$ cat src/rtl/dmc_pkg.sv
// Shared definitions for the data-memory bus controller and the memory stage.
package dmc_pkg;

   // Load type codes, shared with the memory-stage access decode.
   localparam logic [2:0] LT_LB   = 3'b000;
   localparam logic [2:0] LT_LH   = 3'b001;
   localparam logic [2:0] LT_LW   = 3'b010;
   localparam logic [2:0] LT_LBU  = 3'b100;
   localparam logic [2:0] LT_LHU  = 3'b101;
   localparam logic [2:0] LT_NONE = 3'b111;

   typedef enum logic [1:0] {
      StIdle,
      StReq,
      StWait,
      StDone
   } dmc_state_e;

   // A load is misaligned when a half crosses a half boundary or a word is not word aligned.
   function automatic logic load_misaligned(input logic [2:0] lt, input logic [1:0] off);
      logic mis;
      mis = 1'b0;
      if ((lt == LT_LH) || (lt == LT_LHU)) begin
         mis = off[0];
      end else if (lt == LT_LW) begin
         mis = (off != 2'b00);
      end
      return mis;
   endfunction

endpackage

$ cat src/rtl/load_formatter.sv
// Lane select plus sign/zero extension of a read word into a load result.
module load_formatter
   import dmc_pkg::*;
(
   input  logic [31:0] word,
   input  logic [1:0]  off,
   input  logic [2:0]  load_type,
   output logic [31:0] result
);

   logic [31:0] shifted;

   // Move the addressed byte/half down to bit 0, then extend per load type.
   always_comb begin
      shifted = word >> {off, 3'b000};
      unique case (load_type)
         LT_LB:   result = {{24{shifted[7]}}, shifted[7:0]};
         LT_LH:   result = {{16{shifted[15]}}, shifted[15:0]};
         LT_LW:   result = shifted;
         LT_LBU:  result = {24'h000000, shifted[7:0]};
         LT_LHU:  result = {16'h0000, shifted[15:0]};
         default: result = 32'h0000_0000;
      endcase
   end

endmodule

$ cat src/rtl/data_mem_ctrl.sv
// Data-memory bus controller: one load/store per request, valid/ready request
// plus single-cycle response, timeout abort, formatted load result.
module data_mem_ctrl
   import dmc_pkg::*;
#(
   parameter int unsigned TIMEOUT_CYCLES = 255
) (
   input  logic        clk,
   input  logic        rst,
   input  logic        wr_enable,
   input  logic        read_enable,
   input  logic [31:0] mem_addr,
   input  logic [31:0] wr_data,
   input  logic [3:0]  write_byte_enable,
   input  logic [2:0]  load_type,
   output logic        bus_req_valid,
   input  logic        bus_req_ready,
   output logic [31:0] bus_addr,
   output logic        bus_we,
   output logic [3:0]  bus_wstrb,
   output logic [31:0] bus_wdata,
   input  logic        bus_rsp_valid,
   input  logic [31:0] bus_rdata,
   input  logic        bus_rsp_err,
   output logic        stall,
   output logic [31:0] load_data,
   output logic        load_valid,
   output logic        store_done,
   output logic        access_fault,
   output logic        misaligned
);

   localparam logic [16:0] TimeoutLimit = 17'(TIMEOUT_CYCLES);

   dmc_state_e  state_q, state_d;
   logic [31:0] addr_q, addr_d;
   logic [1:0]  off_q, off_d;
   logic [3:0]  wstrb_q, wstrb_d;
   logic [31:0] wdata_q, wdata_d;
   logic        we_q, we_d;
   logic [2:0]  lt_q, lt_d;
   logic [15:0] cnt_q, cnt_d;
   logic        req_valid_q, req_valid_d;
   logic        load_valid_q, load_valid_d;
   logic        store_done_q, store_done_d;
   logic        fault_q, fault_d;
   logic        mis_q, mis_d;
   logic [31:0] load_data_q, load_data_d;

   logic        req;
   logic        req_mis;
   logic        tout;
   logic [31:0] fmt_data;

   load_formatter u_load_formatter (
      .word      (bus_rdata),
      .off       (off_q),
      .load_type (lt_q),
      .result    (fmt_data)
   );

   assign req     = wr_enable | read_enable;
   assign req_mis = wr_enable ? (write_byte_enable == 4'b0000)
                              : load_misaligned(load_type, mem_addr[1:0]);
   // Fires in the cycle whose increment would bring the counter up to the limit.
   assign tout    = (({1'b0, cnt_q} + 17'd1) >= TimeoutLimit);

   // Next-state and registered-output computation for the access FSM.
   always_comb begin
      state_d      = state_q;
      addr_d       = addr_q;
      off_d        = off_q;
      wstrb_d      = wstrb_q;
      wdata_d      = wdata_q;
      we_d         = we_q;
      lt_d         = lt_q;
      cnt_d        = cnt_q;
      req_valid_d  = req_valid_q;
      load_valid_d = 1'b0;
      store_done_d = 1'b0;
      fault_d      = 1'b0;
      mis_d        = 1'b0;
      load_data_d  = 32'h0000_0000;

      unique case (state_q)
         StIdle: begin
            if (req) begin
               addr_d  = {mem_addr[31:2], 2'b00};
               off_d   = mem_addr[1:0];
               wstrb_d = write_byte_enable << mem_addr[1:0];
               wdata_d = wr_data << {mem_addr[1:0], 3'b000};
               we_d    = wr_enable;
               lt_d    = load_type;
               if (req_mis) begin
                  state_d      = StDone;
                  mis_d        = 1'b1;
                  load_valid_d = ~wr_enable;
                  store_done_d = wr_enable;
               end else begin
                  state_d     = StReq;
                  req_valid_d = 1'b1;
                  cnt_d       = 16'd0;
               end
            end
         end
         StReq: begin
            if (cnt_q != 16'hFFFF) begin
               cnt_d = cnt_q + 16'd1;
            end
            // An accepted request wins over a coincident timeout so the bus is never left orphaned.
            if (bus_req_ready) begin
               state_d     = StWait;
               req_valid_d = 1'b0;
            end else if (tout) begin
               state_d      = StDone;
               req_valid_d  = 1'b0;
               fault_d      = 1'b1;
               load_valid_d = ~we_q;
               store_done_d = we_q;
            end
         end
         StWait: begin
            if (cnt_q != 16'hFFFF) begin
               cnt_d = cnt_q + 16'd1;
            end
            if (bus_rsp_valid) begin
               state_d      = StDone;
               fault_d      = bus_rsp_err;
               load_valid_d = ~we_q;
               store_done_d = we_q;
               if (!we_q && !bus_rsp_err) begin
                  load_data_d = fmt_data;
               end
            end else if (tout) begin
               state_d      = StDone;
               fault_d      = 1'b1;
               load_valid_d = ~we_q;
               store_done_d = we_q;
            end
         end
         StDone: begin
            state_d = StIdle;
         end
         default: begin
            state_d = StIdle;
         end
      endcase
   end

   // State and output registers with synchronous reset.
   always_ff @(posedge clk) begin
      if (rst) begin
         state_q      <= StIdle;
         addr_q       <= 32'h0000_0000;
         off_q        <= 2'b00;
         wstrb_q      <= 4'b0000;
         wdata_q      <= 32'h0000_0000;
         we_q         <= 1'b0;
         lt_q         <= LT_NONE;
         cnt_q        <= 16'd0;
         req_valid_q  <= 1'b0;
         load_valid_q <= 1'b0;
         store_done_q <= 1'b0;
         fault_q      <= 1'b0;
         mis_q        <= 1'b0;
         load_data_q  <= 32'h0000_0000;
      end else begin
         state_q      <= state_d;
         addr_q       <= addr_d;
         off_q        <= off_d;
         wstrb_q      <= wstrb_d;
         wdata_q      <= wdata_d;
         we_q         <= we_d;
         lt_q         <= lt_d;
         cnt_q        <= cnt_d;
         req_valid_q  <= req_valid_d;
         load_valid_q <= load_valid_d;
         store_done_q <= store_done_d;
         fault_q      <= fault_d;
         mis_q        <= mis_d;
         load_data_q  <= load_data_d;
      end
   end

   assign stall = ((state_q == StIdle) && req) || (state_q == StReq) || (state_q == StWait);

   assign bus_req_valid = req_valid_q;
   assign bus_addr      = addr_q;
   assign bus_we        = we_q;
   assign bus_wstrb     = wstrb_q;
   assign bus_wdata     = wdata_q;
   assign load_data     = load_data_q;
   assign load_valid    = load_valid_q;
   assign store_done    = store_done_q;
   assign access_fault  = fault_q;
   assign misaligned    = mis_q;

endmodule

$ cat config.mk
export PLATFORM = sky130hd
export DESIGN_NAME = data_mem_ctrl
export DESIGN_NICKNAME = d
export VERILOG_FILES = /design/src/rtl/dmc_pkg.sv /design/src/rtl/load_formatter.sv /design/src/rtl/data_mem_ctrl.sv
export SDC_FILE = /design/constraint.sdc
export NUM_CORES = 1
export LEC_CHECK = 0
export ABC_CLOCK_PERIOD_IN_PS = 2450
export CORE_AREA = 2 2 125 127
export CTS_BUF_LIST = sky130_fd_sc_hd__clkbuf_8 sky130_fd_sc_hd__clkbuf_16
export DETAILED_ROUTE_END_ITERATION = 12
export DIE_AREA = 0 0 127 129
export MAX_ROUTING_LAYER = met4
export PLACE_DENSITY = 0.75
export SLEW_MARGIN = 5
export SYNTH_ARGS = -nofsm -noshare
export SYNTH_HDL_FRONTEND = slang
export SYNTH_SLANG_ARGS = --single-unit
$ cat constraint.sdc
create_clock -name clk -period 2.45 [get_ports clk]
set_clock_uncertainty 0.05 [all_clocks]
set_input_delay 0.49 -clock clk [delete_from_list [all_inputs] [get_ports clk]]
set_output_delay 0.49 -clock clk [all_outputs]
set_load 0.02 [all_outputs]
; ---- Word level (Yosys, flattened, before mapping)
; Index checks and enable logic that the tools add are counted.
[classes]
n_addsub = 2
reduce_logical = 19
n_shift = 3
bitwise = 8
eq_ne = 15
order_cmp = 1
mux = 36
[ops]
columns = cell, count
row1 = $pmux 32 s5, 1
row2 = $mux 16, 3
row3 = $pmux 16 s2, 1
row4 = $shl 32x5->32, 1
row5 = $shr 32x5->32, 1
row6 = $mux 1, 21
row7 = $add 16x1->17 const B, 1
row8 = $ge 17x8->1 const B, 1
row9 = $add 16x1->16 const B, 1
row10 = $ne 16x16->1 const B, 1
row11 = $mux 2, 5
row12 = $eq 3x3->1 const B, 3
row13 = $pmux 2 s4, 1
row14 = $reduce_and 4->1, 2
row15 = $not 1->1, 7
row16 = $eq 3x1->1 const B, 2
row17 = $eq 3x2->1 const B, 2
row18 = $pmux 1 s3, 2
row19 = $reduce_bool 2->1, 3
row20 = $eq 2x2->1 const B, 2
row21 = $logic_not 4->1, 1
row22 = $ne 2x2->1 const B, 2
row23 = $pmux 1 s2, 2
row24 = $reduce_or 4->1, 1
row25 = 13 further kinds, 17
[word_totals]
inputBits = 110
register_bits = 127

; ---- Logic depth before layout (Yosys ltp)
[logic_depth]
word_depth = 7
mapped_depth = 10
mapped_depth_nobuf = 8

; ---- By module
; Synthesis repeated with hierarchy kept, for this count alone.
[hier_totals]
cells_unflattened = 744
area_unflattened_um2 = 6185.9
[modules_own_cells]
columns = module, cells_per_inst, n_inst, area_per_inst_um2
row1 = data_mem_ctrl, 635, 1, 5382.7
row2 = load_formatter, 109, 1, 803.3

; ---- Least setup slack after synthesis
; OpenSTA, ideal clock, no wires.
[synth_path]
path_kind = register -> output
start = register state_q[0]
end = output port stall
required_ns = 1.910
path_stages_with_launch = 8
slack_ns = 0.139
n_path_buf = 3
arrival_time_ns = 1.771
cell_sequence = dfxtp_1 inv_1 ha_1 clkbuf_1 o21ai_1 clkbuf_1 clkbuf_1 nand2_1
[synth_via]
elab_chain_cells = 4
elab_cells_between_ends = 6
classes_between = eq/ne (2) / reduce/logical (4)
[synth_rtl]
columns = element, line_no
row1 = from (decl), data_mem_ctrl.sv:35  ; dmc_state_e state_q, state_d;
row2 = from (signal assigned), data_mem_ctrl.sv:153  ; state_q <= StIdle;
row3 = from (signal assigned), data_mem_ctrl.sv:168  ; state_q <= state_d;
row4 = $logic_not 2->1, data_mem_ctrl.sv:185  ; assign stall = ((state_q == StIdle) && req) || (state_q == StReq) || (state_q == StWait);
row5 = $logic_and 1x1->1, data_mem_ctrl.sv:185
row6 = $logic_or 1x1->1, data_mem_ctrl.sv:185
row7 = $logic_or 1x1->1 *, data_mem_ctrl.sv:185
row8 = to (decl), data_mem_ctrl.sv:25  ; output logic stall,
; Mark *: on every way between the ends. The rest lies on a longest branch, timed or not.

; ---- Worst setup path after layout
[layout_path]
start = input port load_type[1]
end = register cnt_q[7]
[layout_via]
elab_chain_cells = 6
elab_cells_between_ends = 9
classes_between = eq/ne (4) / mux (3) / reduce/logical (2)
[layout_rtl]
columns = element, line_no
row1 = from (decl), data_mem_ctrl.sv:15  ; input logic [2:0] load_type,
row2 = "$eq 3x2->1, or another cell as far along", dmc_pkg.sv:25  ; end else if (lt == LT_LW) begin
row3 = $mux 1 or $logic_or 1x1->1 (tied branches), "dmc_pkg.sv:25, dmc_pkg.sv:23"
row4 = $mux 1 *, dmc_pkg.sv:23  ; if ((lt == LT_LH) || (lt == LT_LHU)) begin
row5 = $mux 1 *, data_mem_ctrl.sv:63  ; assign req_mis = wr_enable ? (write_byte_enable == 4'b0000)
row6 = $ne 2x2->1 (no line) *, n/a
row7 = $reduce_and 4->1 (no line) *, n/a
row8 = to (signal assigned), data_mem_ctrl.sv:175  ; cnt_q <= cnt_d;
row9 = to (decl), data_mem_ctrl.sv:42  ; logic [15:0] cnt_q, cnt_d;
; Marks and branches as above.
; A chain may end at the register's enable or synchronous reset.

==> run metrics <==
# IOs around 220; maximum VDD drop around 0.53 mV; Worst slew margin 0.383; Antenna diodes 0; Fin. Hold Viols 0; Initial Util 0.391; P_sw 2.30 mW; FF-to-FF End bus_req_valid; Worst Reg2Reg Path Length in Cells 7; Tmin final ~2.3 ns; via count between 6k and 7k; Iter 0 DRT Violations 407; HP Class input pin to flip-flop; gr usage total 0.223; die width ~130 um; Startpoint Class input pin; WHS Path Cells 3; Leakage Power ~3.4 nW; crit path capture type flip-flop; DR WL/cell roughly 16 um; DRC 0; Power Total between 7 and 8 mW; share of cells above drive strength 1 0.122; WL final ~18000 um; Netlist Area Pre-Place around 5900 um^2; CTS buffer count 17; TritonCTS clock tree built; number of global-route vias before repair between 5k and 6k; Int Power between 4 and 5 mW; hold_buf cts 0; pre-CTS setup slack -0.288 ns; power density over cell area ~790 nW/um^2; initial antenna violation count 0; area growth from synthesis to layout 54.8%; Final Hold Slack ~0.33 ns; Max-cap violations 0; met1 Track Usage GR 0.272; DRT Pass-1 Iters 5; nets 1073; status complete, no violations; crit path DAT 2.55 ns; latest clock arrival within the worst-skew pair ~0.42 ns; GR Overflow Total 0; FMAX 431 MHz; post-synthesis cell type count 55; Final period util 0.947; min-delay src mem_addr[0]; Post-synth EDFFs 0; CTS Root Cell clkbuf_16; critical path peak fanout 6; Setup violations, final 0; largest net degree at the start of global routing 79; clock group share of total power 0.371; switching part of the total power 0.322; worst flop-to-flop path startpoint cnt_q[3]; Final WS setup roughly 0.13 ns; fillcell total 1289; Synth Flop Type dfxtp_1; hold endpoint off_q[0]; Req. time, crit path around 2.7 ns; Async S/R FF share, synth 0; GR Layer Usage met3 0.0599; DP HPWL 12900 um; Worst-Margin Slew slightly above 0.9 ns; Seq pwr share 0.332; worst setup path class input pin to flip-flop; vias per inst 5.26; Most Crowded Layer GR met2; htree depth 4; die area ~16000 um^2; Slew Viols, Final 0; first-pass GRT wire length around 28000 um; Gate power share 0.297; synthesized area per cell around 8.1 um^2; setup TNS 0 ns; clk buf depth 2; CTS clk-pin slew, worst paths 0.06 ns; Yosys warning total 0; core area between 10000 and 15000 um^2; Final Util 0.606; DIE HEIGHT around 130 um; ANT nets after route 0; global placement routability congestion just over 0.8; I/O Buffers ~210; CTS sink count ~130; Global Route met2 Usage 0.359; flops & latches, synth 127; row cnt 45; FF-to-FF setup slack ~0.18 ns; Syn Inst Count between 700 and 800; sequential-to-total area share from yosys stat 0.434
==> Yosys cell counts (all sizes together) (3+ instances only) <==
cell | n | area share
xor2 | 4 | 0.0060
nand2 | 146 | 0.094
nand3b | 7 | 0.0090
a311oi | 3 | 0.0045
buf | 12 | 0.012
nor4 | 4 | 0.0079
nor3 | 16 | 0.015
o21ai | 19 | 0.016
nor2 | 65 | 0.044
nor2b | 12 | 0.013
mux2 | 17 | 0.033
inv | 9 | 0.0058
and3 | 4 | 0.0043
a21oi | 99 | 0.085
nand4 | 8 | 0.0085
a222oi | 8 | 0.014
ha | 6 | 0.013
a31oi | 5 | 0.0053
clkbuf | 40 | 0.026
nand3 | 19 | 0.017
mux2i | 27 | 0.046
a211oi | 28 | 0.036
xnor2 | 3 | 0.0045
or3 | 9 | 0.0096
nor3b | 3 | 0.0047
dfxtp | 127 | 0.43
==> layer usage <==
metal / share of wire / wire (um)
met3: 0.074 / 1340
met1: 0.43 / 7840
met4: 0.018 / 333
met5: 0 / 0
met2: 0.47 / 8530
==> sequential cells by signal, summed over array words and instances (netlist names) <==
signal	flops
bus_we	1
load_data	32
load_valid	1
misaligned	1
off_q	2
cnt_q	16
state_q	2
bus_wstrb	4
bus_wdata	32
bus_req_valid	1
store_done	1
bus_addr	30
access_fault	1
lt_q	3
==> metrics by stage <==
| stage | cell area [um^2] | instances |
|---|---|---|
| 2_1_floorplan | 5860 | 725 |
| 3_3_place_gp | 8430 | 1123 |
| 3_5_place_dp | 8430 | 1123 |
| 4_1_cts | 9050 | 1155 |
| 5_1_grt | 9070 | 1158 |
| 6_report | 9070 | 1158 |
==> cells in the final DEF, fill, tap and decap left out, types with 9 or more instances in the layout <==
cell             Yosys  layout
a211oi_1            28      28
a21oi_1             99      99
buf_4                3      47
clkbuf_16            0      17
clkdlybuf4s50_1      0     211
dfxtp_1            127     127
inv_1                9      10
mux2_2              17      17
mux2i_1             27      27
nand2_1            145     145
nand3_1             18      18
nor2_1              63      63
nor2b_1             12      11
nor3_1              14      14
o21ai_0             17      17
or3_1                9       9
==> layout make-up <==
type / instances / area, um^2 / area share
Multi-Input combinational cell: 538 / 3100 / 0.341
Timing Repair Buffer: 264 / 2540 / 0.280
Sequential cell: 127 / 2540 / 0.280
Clock buffer: 18 / 439 / 0.0484
Tap cell: 188 / 235 / 0.0259
Clock inverter: 14 / 180 / 0.0199
Inverter: 9 / 33.8 / 0.00372
==> worst max-delay path, stage by stage <==
cell and delay, ns:
clkdlybuf4s50_1 0.48, or3b_2 0.47, o22a_1 0.24, a21oi_1 0.29, nor4_4 0.11, and2_1 0.23, a31oi_1 0.17, a311oi_1 0.06
==> timing repair <==
item / CTS / global route
setup endpoints to repair: 1 / 13
cloned: 0 / 1
buffers inserted: 0 / 2
pin swaps: 0 / 3
gates resized for setup: 2 / 2
==> worst max-delay path by stage <==
| stage | from | endpoint | slack (ns) |
|---|---|---|---|
| after floorplan | state_q[0] | stall | 0.14 |
| after global placement | load_type[1] | cnt_q[7] | -0.25 |
| after detailed placement | load_type[1] | cnt_q[7] | -0.29 |
| after CTS | cnt_q[0] | cnt_q[11] | 0.06 |
| after global routing | cnt_q[2] | bus_req_valid | -0.004 |
| final | load_type[1] | cnt_q[7] | 0.13 |
==> cell families (layout without fill, tap and decap cells) <==
family                     after synthesis  after routing  synth area share
AOI/OAI and AO/OA                      175            175             0.181
xor gates and xnor gates                 7              7            0.0105
adders and majority gates                6              6            0.0128
buffers and inverters                   61            305            0.0433
DFF                                    127            127             0.434
muxes                                   44             44            0.0788
other                                    1              2          0.000640
and+or+nand+nor                        303            304             0.239
==> power groups by stage <==
stage / clock [mW] / combinational (mW) / sequential [mW]
CTS: 2.69 / 2.12 / 2.37
global route: 2.78 / 2.30 / 2.40
detailed placement: 0 / 2.10 / 2.41
global placement: 0 / 2.09 / 2.41
floorplan: 0 / 0.967 / 2.59
finish: 2.65 / 2.12 / 2.37
(Power assumes the default switching activity.)
